`src/rtl/sig_deglitch.sv`:
```
// sig_deglitch: synchronise a raw pin, reject pulses shorter than filter_cycles+1 samples, emit a clean level with edge strobes.
// SIG_DEGLITCH_GLITCH_CNT_EN enables the saturating glitch counter and glitch_clr; without it glitch_cnt reads 0.
module sig_deglitch #(
    parameter int filter_cycles = 4,
    parameter int cnt_w         = 16
) (
    input  logic       clk,
    input  logic       rst_n,
    input  logic       signal_in,
    input  logic       glitch_clr,
    output logic       signal_out,
    output logic       rise_pulse,
    output logic       fall_pulse,
    output logic [7:0] glitch_cnt
);
    typedef enum logic [1:0] {LOW, RISE_QUAL, HIGH, FALL_QUAL} state_t;

    localparam logic [cnt_w-1:0] limit = cnt_w'(filter_cycles);

    state_t           state, state_nx;
    logic             s1, s2;
    logic [cnt_w-1:0] cnt, cnt_nx;
    logic             out_nx, rise_nx, fall_nx, glitch;

    // two-flop synchroniser; the FSM only ever looks at s2
    always_ff @(posedge clk or negedge rst_n) begin
        if (!rst_n) begin
            s1 <= 1'b0;
            s2 <= 1'b0;
        end else begin
            s1 <= signal_in;
            s2 <= s1;
        end
    end

    // state, qualification counter and registered outputs
    always_ff @(posedge clk or negedge rst_n) begin
        if (!rst_n) begin
            state      <= LOW;
            cnt        <= '0;
            signal_out <= 1'b0;
            rise_pulse <= 1'b0;
            fall_pulse <= 1'b0;
        end else begin
            state      <= state_nx;
            cnt        <= cnt_nx;
            signal_out <= out_nx;
            rise_pulse <= rise_nx;
            fall_pulse <= fall_nx;
        end
    end

    // next state: a level must persist through the whole window, any reversal aborts as one glitch
    always_comb begin
        state_nx = state;
        cnt_nx   = cnt;
        out_nx   = signal_out;
        rise_nx  = 1'b0;
        fall_nx  = 1'b0;
        glitch   = 1'b0;
        case (state)
            LOW: begin
                if (s2) begin
                    state_nx = RISE_QUAL;
                    cnt_nx   = cnt_w'(1);
                end
            end
            RISE_QUAL: begin
                if (!s2) begin
                    state_nx = LOW;
                    cnt_nx   = '0;
                    glitch   = 1'b1;
                end else if (cnt == limit) begin
                    state_nx = HIGH;
                    cnt_nx   = '0;
                    out_nx   = 1'b1;
                    rise_nx  = 1'b1;
                end else begin
                    cnt_nx = cnt + cnt_w'(1);
                end
            end
            HIGH: begin
                if (!s2) begin
                    state_nx = FALL_QUAL;
                    cnt_nx   = cnt_w'(1);
                end
            end
            default: begin
                if (s2) begin
                    state_nx = HIGH;
                    cnt_nx   = '0;
                    glitch   = 1'b1;
                end else if (cnt == limit) begin
                    state_nx = LOW;
                    cnt_nx   = '0;
                    out_nx   = 1'b0;
                    fall_nx  = 1'b1;
                end else begin
                    cnt_nx = cnt + cnt_w'(1);
                end
            end
        endcase
    end

`ifdef SIG_DEGLITCH_GLITCH_CNT_EN
    logic [7:0] gcnt;

    // saturating glitch counter; a clear beats a coincident glitch
    always_ff @(posedge clk or negedge rst_n) begin
        if (!rst_n)
            gcnt <= 8'd0;
        else if (glitch_clr)
            gcnt <= 8'd0;
        else if (glitch && gcnt != 8'hff)
            gcnt <= gcnt + 8'd1;
    end

    assign glitch_cnt = gcnt;
`else
    logic unused_glitch;

    assign unused_glitch = glitch_clr ^ glitch;
    assign glitch_cnt    = 8'd0;
`endif
endmodule

```
`config.mk`:
```
export PLATFORM = sky130hd
export DESIGN_NAME = sig_deglitch
export DESIGN_NICKNAME = d
export VERILOG_FILES = /design/src/rtl/sig_deglitch.sv
export SDC_FILE = /design/constraint.sdc
export NUM_CORES = 1
export LEC_CHECK = 0
export ABC_AREA = 1
export BUFFER_PORTS_ARGS = -buffer_cell sky130_fd_sc_hd__buf_2
export CAP_MARGIN = 20
export CORE_MARGIN = 5
export CORE_UTILIZATION = 61
export CTS_BUF_LIST = sky130_fd_sc_hd__clkbuf_4
export DETAILED_ROUTE_END_ITERATION = 8
export PLACE_DENSITY_LB_ADDON = 0.1
export SLEW_MARGIN = 10
export SYNTH_ARGS = -nofsm -noshare
export SYNTH_HDL_FRONTEND = slang
export SYNTH_SLANG_ARGS = --single-unit
```
`constraint.sdc`:
```
create_clock -name clk -period 2 [get_ports clk]
set_input_delay 0.1 -clock clk [delete_from_list [all_inputs] [get_ports clk]]
set_output_delay 0.1 -clock clk [all_outputs]
set_load 0.005 [all_outputs]
```
==> flow_summary_export.csv <==
group,metric,value,unit
status,outcome,"finished, final reports clean",
drt,drt.antenna.violating_nets,0,
synthesis,synthSimpleGateAreaFrac,35.5,%
synthesis,netlist-cell-type-count,27,
power_and_ir_drop,switching_share,40.3,%
synthesis,synth_cells,203,
grt,grt_first_pass_wirelength,4730,um
job,cap_viol_max_count,0,
power_and_ir_drop,power,1.30,mW
drt,route.detailed.vias_per_inst,4.93,
floorplan,num_io_pins,15,
layout,syn_to_final_growth,5.73,%
layout,multiInputGateArea,729,um^2
drt,wl_met3,80,um
grt,first_global_vias,1156,
power_and_ir_drop,power.density,830,nW/um^2
power_and_ir_drop,power_frac_seq,44.3,%
clocking,cts_buffer_depth,2,
drt,detailedRoute.firstIterationViolations,22,
floorplan,die-width,59.3,um
hold_path,hp-class,"in2async",
worst_setup_path,r2r-end,"cnt[14]",
drt,drc,0,
worst_setup_path,setup.reg_to_reg.worst_slack,190,ps
timing,achievable-frequency,0.553,GHz
power_and_ir_drop,pwr-share-comb,39.4,%
drt,drt-pass1-iter-count,4,
synthesis,synth-compound-area-share,4.04,%
grt,grt-ovfl-total,0,
worst_setup_path,crit_fanout,11,
synthesis,seq_cells_post_synth,23,
timing,setup_tns,0,ps
layout,n_antenna_cell,0,
timing,worst-slew-pin-transition,511,ps
power_and_ir_drop,clock_power_share,16.3,%
clocking,clock_tree.root_cell,"clkbuf_4",
placed_design,globalplace.congestion,0.817,
synthesis,synth_top_family_by_area,"simple AND/OR/NAND/NOR gates",
drt,dr_wl_met2,1240,um
power_and_ir_drop,net-switching-power,526,uW
floorplan,die_area,3520,um^2
clocking,worst_skew_pair.late_latency,310,ps
worst_setup_path,setup.worst_path.end_class,"flip-flop",
worst_setup_path,critPathRequiredTime,2200,ps
floorplan,placeableCoreArea,2280,um^2
layout,area.sequential,576,um^2
timing,worst_slew_margin_rel,66.0,%
synthesis,multiplexer_share_of_the_synthesized_area,0,%
drt,detailed_routing_wirelength_on_met1,1330,um
timing,final-setup-viol-count,0,
floorplan,initial_utilization,65.3,%
drt,drt-total-wl,2660,um
layout,number_of_nets_in_the_layout,226,
worst_setup_path,worst_r2r_path_depth,11,
power_and_ir_drop,internal_power,778,uW
worst_setup_path,criticalPathCategory,"reg2reg",
worst_setup_path,critical_path.startpoint,"cnt[0]",
synthesis,synth_fa_ha_area_share,5.90,%
clocking,ctsHtreeMaxLevel,1,
drt,wl_per_cell,11.0,um
clocking,clk_pin_slew,130,ps
synthesis,yosysSeqAreaShare,38.8,%
timing,slew_viol_final,0,
clocking,clock_sinks,23,
layout,drive_gt1_share,12.1,%
layout,fillers,193,
floorplan,placement_rows,17,
synthesis,mappedNetlistArea,1490,um^2
clocking,tritoncts.num_buffers,3,
grt,grt_antenna_before_repair,0,
timing,finalCriticalPeriod,1810,ps
timing,rsz0062_at_grt,"no",
floorplan,floorplan.die.height,59.3,um
worst_setup_path,timing.critical_path.from_type,"flip-flop",
worst_setup_path,critPathArrivalTime,2010,ps
timing,hold_viol,0,
synthesis,post_synth.cell_area_avg,7.32,um^2
timing,fin_crit_sh,90.4,%
synthesis,synth_warn,0,
drt,via_count,1193,
power_and_ir_drop,p_leak,0.904,nW
clocking,cts_tree,"done",
placed_design,io_buf_count,5,
placed_design,detailed_place_hpwl,2020,um
worst_setup_path,worstReg2RegStart,"cnt[0]",
drt,dr.max_layer_used,"met4",
power_and_ir_drop,power.ir.vdd_worst,0.000970,V
grt,grt_use_total,17.1,%
synthesis,synthXorXnorAreaFrac,1.18,%
grt,grt_max_degree,24,
timing,clock_skews,8.15,ps
-- logic make-up after synthesis --
family,count (synthesis)
other,1
adder cells (fa/ha/maj),7
buffers and inverters,46
flip-flops,23
XOR/XNOR,2
AND/OR/NAND/NOR,114
AO/OA/AOI/OAI,10
-- per-layer routing --
metal,global-route usage [%],vias up
met3,1.96,2
met1,22.8,542
li1,-,633
met4,6.80,0
met2,28.1,16
met5,0,-
-- layout make-up --
| class | instances | area share [%] |
|---|---|---|
| inverters | 36 | 8.61 |
| repair buffers | 10 | 4.30 |
| well taps | 28 | 2.23 |
| flip-flops and latches | 23 | 36.7 |
| clock buffers | 3 | 1.43 |
| clock inverters | 1 | 0.319 |
| multi-input cells | 141 | 46.5 |
-- timing repair --
action	in CTS	in global routing
endpoints found under the setup margin	0	12
hold buffers	2	0
gates resized for setup	0	1
endpoints found under the hold margin	24	0
setup buffers	0	3
-- through the flow --
| stage | setup WS [ps] | instance area, um^2 | cells | hold WS [ps] | util (%) |
|---|---|---|---|---|---|
| 2_1_floorplan | 488 | 1510 | 210 | -196 | - |
| 3_3_place_gp | 93.5 | 1490 | 233 | 95.2 | 65.6 |
| 3_5_place_dp | 55.9 | 1490 | 233 | 100 | 65.6 |
| 4_1_cts | 13.9 | 1540 | 239 | 285 | 67.7 |
| 5_1_grt | 13.2 | 1570 | 242 | 321 | 69.0 |
| 6_report | 192 | 1570 | 242 | 286 | 69.0 |
-- critical path: stages (launching register included) --
cell and delay (ps):
dfrtp_1 430, inv_1 100, ha_1 180, inv_1 50, nor2_1 80, nand2_1 60, nor2_1 100, nand2_2 100
nand3_2 90, nand3_2 200, inv_1 230, nor2_1 70
-- state kept, by name, indices dropped and copies added (netlist names), named ones only --
signal	cells
cnt	16
fall_pulse	1
rise_pulse	1
s1	1
s2	1
signal_out	1
state	1
-- cell usage after synthesis --
library cell  count  area, um^2
a21oi_1           3        15.0
a21oi_2           1        8.76
a31oi_1           2        12.5
buf_4             9        67.6
buf_6             1        11.3
conb_1            1        3.75
dfrtp_1          23         576
ha_1              7        87.6
inv_1            36         135
nand2_1          48         180
nand2_2           1        6.26
nand3_1          16        80.1
nand3_2           3        30.0
nand3b_1          3        22.5
nand4_1           4        25.0
nand4_2           1        12.5
nor2_1           28         105
nor2_2            4        25.0
nor2_4            1        11.3
nor3_1            2        10.0
nor4_1            1        6.26
o21ai_0           2        10.0
o21ai_1           1        5.00
o21ai_2           1        8.76
or2_2             2        12.5
xnor2_1           1        8.76
xor2_1            1        8.76
-- cell usage in the layout, fill, tap and decap left out, types with 2 or more instances in the layout --
cell            n
a21oi_1         3
a31oi_1         2
buf_2           5
buf_4           3
clkbuf_4        3
conb_1          8
dfrtp_1        23
dlygate4sd3_1   2
ha_1            7
inv_1          36
nand2_1        48
nand3_1        16
nand3_2         3
nand3b_1        3
nand4_1         4
nor2_1         28
nor2_2          4
nor3_1          2
o21ai_0         2
or2_2           2
-- worst max path at each step --
stage,end,slack (ps),depth (start not counted)
after floorplan,cnt[12],490,9
after global placement,cnt[14],90,9
after detailed placement,cnt[10],60,8
after CTS,cnt[14],10,9
after global routing,cnt[14],10,11
final,cnt[14],190,11
-- power by group through the flow --
stage | Clock, mW | Sequential, mW | Combinational, mW
2_1_floorplan | 0 | 0.572 | 0.401
3_3_place_gp | 0 | 0.581 | 0.445
3_5_place_dp | 0 | 0.587 | 0.460
4_1_cts | 0.224 | 0.578 | 0.466
5_1_grt | 0.242 | 0.589 | 0.583
6_report | 0.213 | 0.578 | 0.513
Power figures use the tool's default switching activity.
